<file path="config.mk">
export PLATFORM = sky130hd
export DESIGN_NAME = row_prefetch_buffer
export DESIGN_NICKNAME = d
export VERILOG_FILES = /design/src/rtl/row_prefetch_buffer.sv
export SDC_FILE = /design/constraint.sdc
export NUM_CORES = 2
export LEC_CHECK = 0
export CORE_UTILIZATION = 36
export CTS_BUF_LIST = sky130_fd_sc_hd__clkbuf_16
export DETAILED_ROUTE_END_ITERATION = 10
export HOLD_SLACK_MARGIN = 0.02
export PLACE_DENSITY = 0.51
export SLEW_MARGIN = 40
export SYNTH_ARGS = -nofsm -noshare
export SYNTH_HDL_FRONTEND = slang
export SYNTH_SLANG_ARGS = --single-unit
</file>
<file path="constraint.sdc">
create_clock -name clk_in -period 3.05 [get_ports clk_in]
set_input_delay 0.305 -clock clk_in [delete_from_list [all_inputs] [get_ports clk_in]]
set_output_delay 0.305 -clock clk_in [all_outputs]
set_load 0.02 [all_outputs]
</file>
<file path="src/rtl/row_prefetch_buffer.sv">
// Ping-pong line buffer: prefetches the next row pair from framebuffer RAM into the back bank
// while the scanner reads the front bank; banks swap on the row latch.
module row_prefetch_buffer #(
  parameter int COL_WIDTH   = 6,
  parameter int ROW_WIDTH   = 4,
  parameter int DATA_WIDTH  = 16,
  parameter int RAM_LATENCY = 1
) (
  input  logic                           clk_in,
  input  logic                           reset,
  input  logic                           prefetch_start,
  input  logic [ROW_WIDTH-1:0]           prefetch_row,
  input  logic                           swap,
  input  logic [COL_WIDTH-1:0]           column_address,
  input  logic [DATA_WIDTH-1:0]          ram_data_in,
  output logic [ROW_WIDTH+COL_WIDTH:0]   ram_address,
  output logic                           ram_clk_enable,
  output logic [DATA_WIDTH-1:0]          rgb565_top,
  output logic [DATA_WIDTH-1:0]          rgb565_bottom,
  output logic                           busy,
  output logic                           back_ready,
  output logic [ROW_WIDTH-1:0]           front_row,
  output logic                           underrun
);

  localparam int IDX_WIDTH = COL_WIDTH + 1;
  localparam int DEPTH     = 2 ** COL_WIDTH;
  localparam logic [IDX_WIDTH-1:0] LAST_IDX = '1;

  typedef enum logic [1:0] {IDLE, READ, DRAIN} state_t;

  state_t                 state;
  logic [IDX_WIDTH-1:0]   req_idx;
  logic [IDX_WIDTH-1:0]   next_idx;
  logic [ROW_WIDTH-1:0]   fetch_row;
  logic                   front_bank;

  logic [RAM_LATENCY-1:0] cap_valid;
  logic [IDX_WIDTH-1:0]   cap_idx [RAM_LATENCY];
  logic                   cap_en;
  logic                   cap_half;
  logic [COL_WIDTH-1:0]   cap_col;
  logic                   cap_last;

  logic [DATA_WIDTH-1:0]  top_mem    [2*DEPTH];
  logic [DATA_WIDTH-1:0]  bottom_mem [2*DEPTH];

  assign next_idx = req_idx + 1'b1;
  assign cap_en   = cap_valid[RAM_LATENCY-1];
  assign cap_half = cap_idx[RAM_LATENCY-1][0];
  assign cap_col  = cap_idx[RAM_LATENCY-1][IDX_WIDTH-1:1];
  assign cap_last = cap_en && (cap_idx[RAM_LATENCY-1] == LAST_IDX);

  // Request index and valid follow the RAM through its read latency so data lands in the right slot
  always_ff @(posedge clk_in or posedge reset) begin
    if (reset) begin
      cap_valid <= '0;
      for (int k = 0; k < RAM_LATENCY; k++) cap_idx[k] <= '0;
    end else begin
      cap_valid[0] <= ram_clk_enable;
      cap_idx[0]   <= req_idx;
      for (int k = 1; k < RAM_LATENCY; k++) begin
        cap_valid[k] <= cap_valid[k-1];
        cap_idx[k]   <= cap_idx[k-1];
      end
    end
  end

  always_ff @(posedge clk_in or posedge reset) begin
    if (reset) begin
      state          <= IDLE;
      req_idx        <= '0;
      fetch_row      <= '0;
      ram_address    <= '0;
      ram_clk_enable <= 1'b0;
      busy           <= 1'b0;
      back_ready     <= 1'b0;
      front_bank     <= 1'b0;
      front_row      <= '0;
      underrun       <= 1'b0;
    end else begin
      underrun <= 1'b0;
      // Swap is honoured only for a finished fetch; back_ready is low for the whole fetch
      if (swap) begin
        if (back_ready) begin
          front_bank <= ~front_bank;
          front_row  <= fetch_row;
          back_ready <= 1'b0;
        end else begin
          underrun <= 1'b1;
        end
      end

      case (state)
        IDLE: begin
          if (prefetch_start) begin
            state          <= READ;
            fetch_row      <= prefetch_row;
            req_idx        <= '0;
            ram_address    <= {1'b0, prefetch_row, {COL_WIDTH{1'b0}}};
            ram_clk_enable <= 1'b1;
            busy           <= 1'b1;
            back_ready     <= 1'b0;
          end
        end
        READ: begin
          // Top and bottom of each column are interleaved: half is the index LSB
          if (req_idx == LAST_IDX) begin
            ram_clk_enable <= 1'b0;
            state          <= DRAIN;
          end else begin
            req_idx     <= next_idx;
            ram_address <= {next_idx[0], fetch_row, next_idx[IDX_WIDTH-1:1]};
          end
        end
        DRAIN: begin
          if (cap_last) begin
            state      <= IDLE;
            busy       <= 1'b0;
            back_ready <= 1'b1;
          end
        end
        default: state <= IDLE;
      endcase
    end
  end

  always_ff @(posedge clk_in) begin
    if (cap_en) begin
      if (cap_half) bottom_mem[{~front_bank, cap_col}] <= ram_data_in;
      else          top_mem[{~front_bank, cap_col}]    <= ram_data_in;
    end
  end

  always_ff @(posedge clk_in or posedge reset) begin
    if (reset) begin
      rgb565_top    <= '0;
      rgb565_bottom <= '0;
    end else begin
      rgb565_top    <= top_mem[{front_bank, column_address}];
      rgb565_bottom <= bottom_mem[{front_bank, column_address}];
    end
  end

endmodule

</file>
==> results.yml <==
yosys:
  yosys.area.top_type: "edfxtp_1"
  synthArstFlopShare_pct: 1.59
  synth_top_area_share_pct: 77.7
  yosysWarnings: 0
  netlist_area_sq_um: 158000
  ys_types: 33
  syn_avg_cell_area_sq_um: 25.3
  ys.flop_type: "edfxtp_1"
  synth.yosys.seq_area_share_pct: 78.7
  ys_ff_latch: 4162
  synthCells: 6254
  synth_fp_nets: 6285
  yosys-top-cells-area: "edfxtp_1 (78%), mux4_2 (19%), dfrtp_1 (1.0%), nor2_1 (0.62%), clkbuf_1 (0.48%)"
  synth-edff-count: 4096
setup_path:
  ff2ff_path_depth: 3
  path_cells: "clkdlybuf4s50_1"
  end_kind: "output pin"
  cp_num_buf_inv: 1
  path_class: "flip-flop to output pin"
  r2r-end: "bottom_mem[5][9]"
  critPathArrivalTime_ns: 2.58
  start_kind: "flip-flop"
  worstReg2RegStart: "cap_idx[1]"
  r2r_setup_slack_ns: 0.32
  cpPeakStageDelay_ns: 0.84
  critPathTopFamily: "flip-flops"
  crit_required_ns: 2.74
  cp_max_fo: 1
  slowest_stage: "dfrtp_1"
min_path:
  hp-start: "ram_data_in[3]"
  hp-class: "input port to flip-flop"
  hold_end: "top_mem[31][3]"
  whs_path_depth: 2
pwr:
  powerDensity_nw_per_um2: 646
  ir_drop_mv: 0.527
  leakage_nw: 58.5
job:
  cap_violations: 0
finish:
  multiInputGateArea_sq_um: 32600
  fillers: 37111
  final_common_cell: "edfxtp_1"
  fin_nets: 7204
  design_area_sq_um: 187000
  area_growth_pct: 17.9
  mostFrequentLayoutCells: "edfxtp_1 (4,096), mux4_2 (1,344), buf_4 (563)"
  drive_gt1_share_pct: 38.0
  regArea_sq_um: 125000
clocking:
  htree_levels: 5
  cts_tree: "yes"
  post_cts_buffers: 0
  cts-root-buf: "clkbuf_16"
  clk_latency_ns: 0.97
  clkTransAtPathRegs_ns: 0.06
  cts_buffer_depth: 4
  clock_sinks: 4162
  cts-buffers-inserted: 432
  cts_resized: 0
global_route:
  grt_max_degree: 148
  overflow: 0
  first_global_vias: 74124
  antenna_found_initial: 56
  grt_use_total_pct: 19.8
  grt_pass1_wl_mm: 613
floorplanning:
  io_pins: 81
  fp-row-count: 243
  fp.coreArea_sq_um: 438000
  die_w_microns: 665
  start_util_pct: 36.2
  die_y_microns: 665
  dieArea_sq_um: 442000
timing:
  fin_crit_sh_pct: 94.6
  worst_pin_slew_ns: 0.816
  hold_viol: 0
  finalSetupViolCount: 0
  final.setup.worst_slack_ns: 0.164
  finClkSkew_ns: 0.0516
  clock.fmax_ghz: 0.346
  relSlewSlack_pct: 45.6
  rsz0062_at_grt: "no"
  fin_crit_ns: 2.89
  maxSlewViolCount: 0
placement:
  place_worst_setup_slack_ns: -0.395
  gp_congestion: 0.768
  dp_hpwl_mm: 272
  postPlaceCellArea_sq_um: 173000
  io_buffers: 80
routing:
  drtAntennaViolNets: 0
  vias_per_cell: 5.46
  wirelength_mm: 442
  num_vias: 72684
  wl_per_cell_microns: 33.2
  route.detailed.drc: 0
  dr.pass1.iters: 5
  drt_iter0_markers: 8192
status:
  status: "complete, no violations"
## metrics by stage
| step | setup TNS, ns | utilization (%) | hold slack, ns | power (mW) | cells |
|---|---|---|---|---|---|
| after global placement | -7.96 | 39.4 | 0.495 | 71.4 | 12466 |
| after floorplan | 0 | - | 0.404 | 67.3 | 6254 |
| after global routing | 0 | 42.6 | 0.193 | 124 | 13296 |
| after detailed placement | -7.61 | 39.5 | 0.503 | 71.5 | 12470 |
| after CTS | 0 | 42.6 | 0.138 | 122 | 13281 |
| final | 0 | 42.6 | 0.219 | 121 | 13317 |
## worst max path at each step
stage | from | to | slack [ns] | cells past startpoint
after detailed placement | column_address[0] | rgb565_top[9] | -0.40 | 9
after global routing | ram_address[4] | ram_address[4] | 0.12 | 1
final | rgb565_top[9] | rgb565_top[9] | 0.16 | 1
after floorplan | column_address[0] | rgb565_bottom[10] | 0.07 | 7
after CTS | rgb565_top[9] | rgb565_top[9] | 0.03 | 1
after global placement | column_address[0] | rgb565_top[9] | -0.42 | 9
## sequential cells by signal (all words and copies together), names as in the netlist, 2 cells and up
register       count
fetch_row          4
bottom_mem      2048
cap_idx            7
rgb565_top        16
top_mem         2048
rgb565_bottom     16
front_row          4
ram_address       10
state              2
## power breakdown
part	switching, mW	internal [mW]	total, mW
clock	21.9	28.7	50.5
combinational	4.03	2.87	6.90
sequential	0.358	62.9	63.3
## synth_stat cells (all sizes together), types with 5 or more instances
master / number
inv: 7
edfxtp: 4096
clkbuf: 201
nor2: 262
nand2: 40
buf: 138
o21ai: 5
mux2: 44
mux4: 1344
dfrtp: 66
nor2b: 9
nand3: 12
a21oi: 5
## layout make-up
| cell class | instances | area share [%] |
|---|---|---|
| repair buffers | 824 | 4.60 |
| clock buffers | 437 | 5.86 |
| multi-input cells | 1746 | 17.5 |
| diodes | 33 | 0.0442 |
| well taps | 5757 | 3.86 |
| flip-flops and latches | 4162 | 66.8 |
| inverters | 7 | 0.0154 |
| clock inverters | 351 | 1.39 |
## metal layers
metal  global-route usage [%]  vias up  wire length [microns]
li1                         -    29175                      -
met5                        0        -                     27
met4                     4.52        4                   9950
met3                     2.67      503                  26200
met1                     28.1    40553                 188000
met2                     32.7     2449                 217000
## logic make-up after synthesis
group	share of synthesized area [%]
DFF	78.7
muxes	19.4
AOI/OAI and AO/OA	0.0616
xor gates and xnor gates	0.00553
buffers and inverters	0.901
and+or+nand+nor	0.850
adders and majority gates	0.00790
## what timing repair did
action	CTS	global route
hold buffers	23	0
endpoints found under the setup margin	0	0
endpoints found under the hold margin	1089	0
No activity file was read; power rests on OpenSTA's default activity.
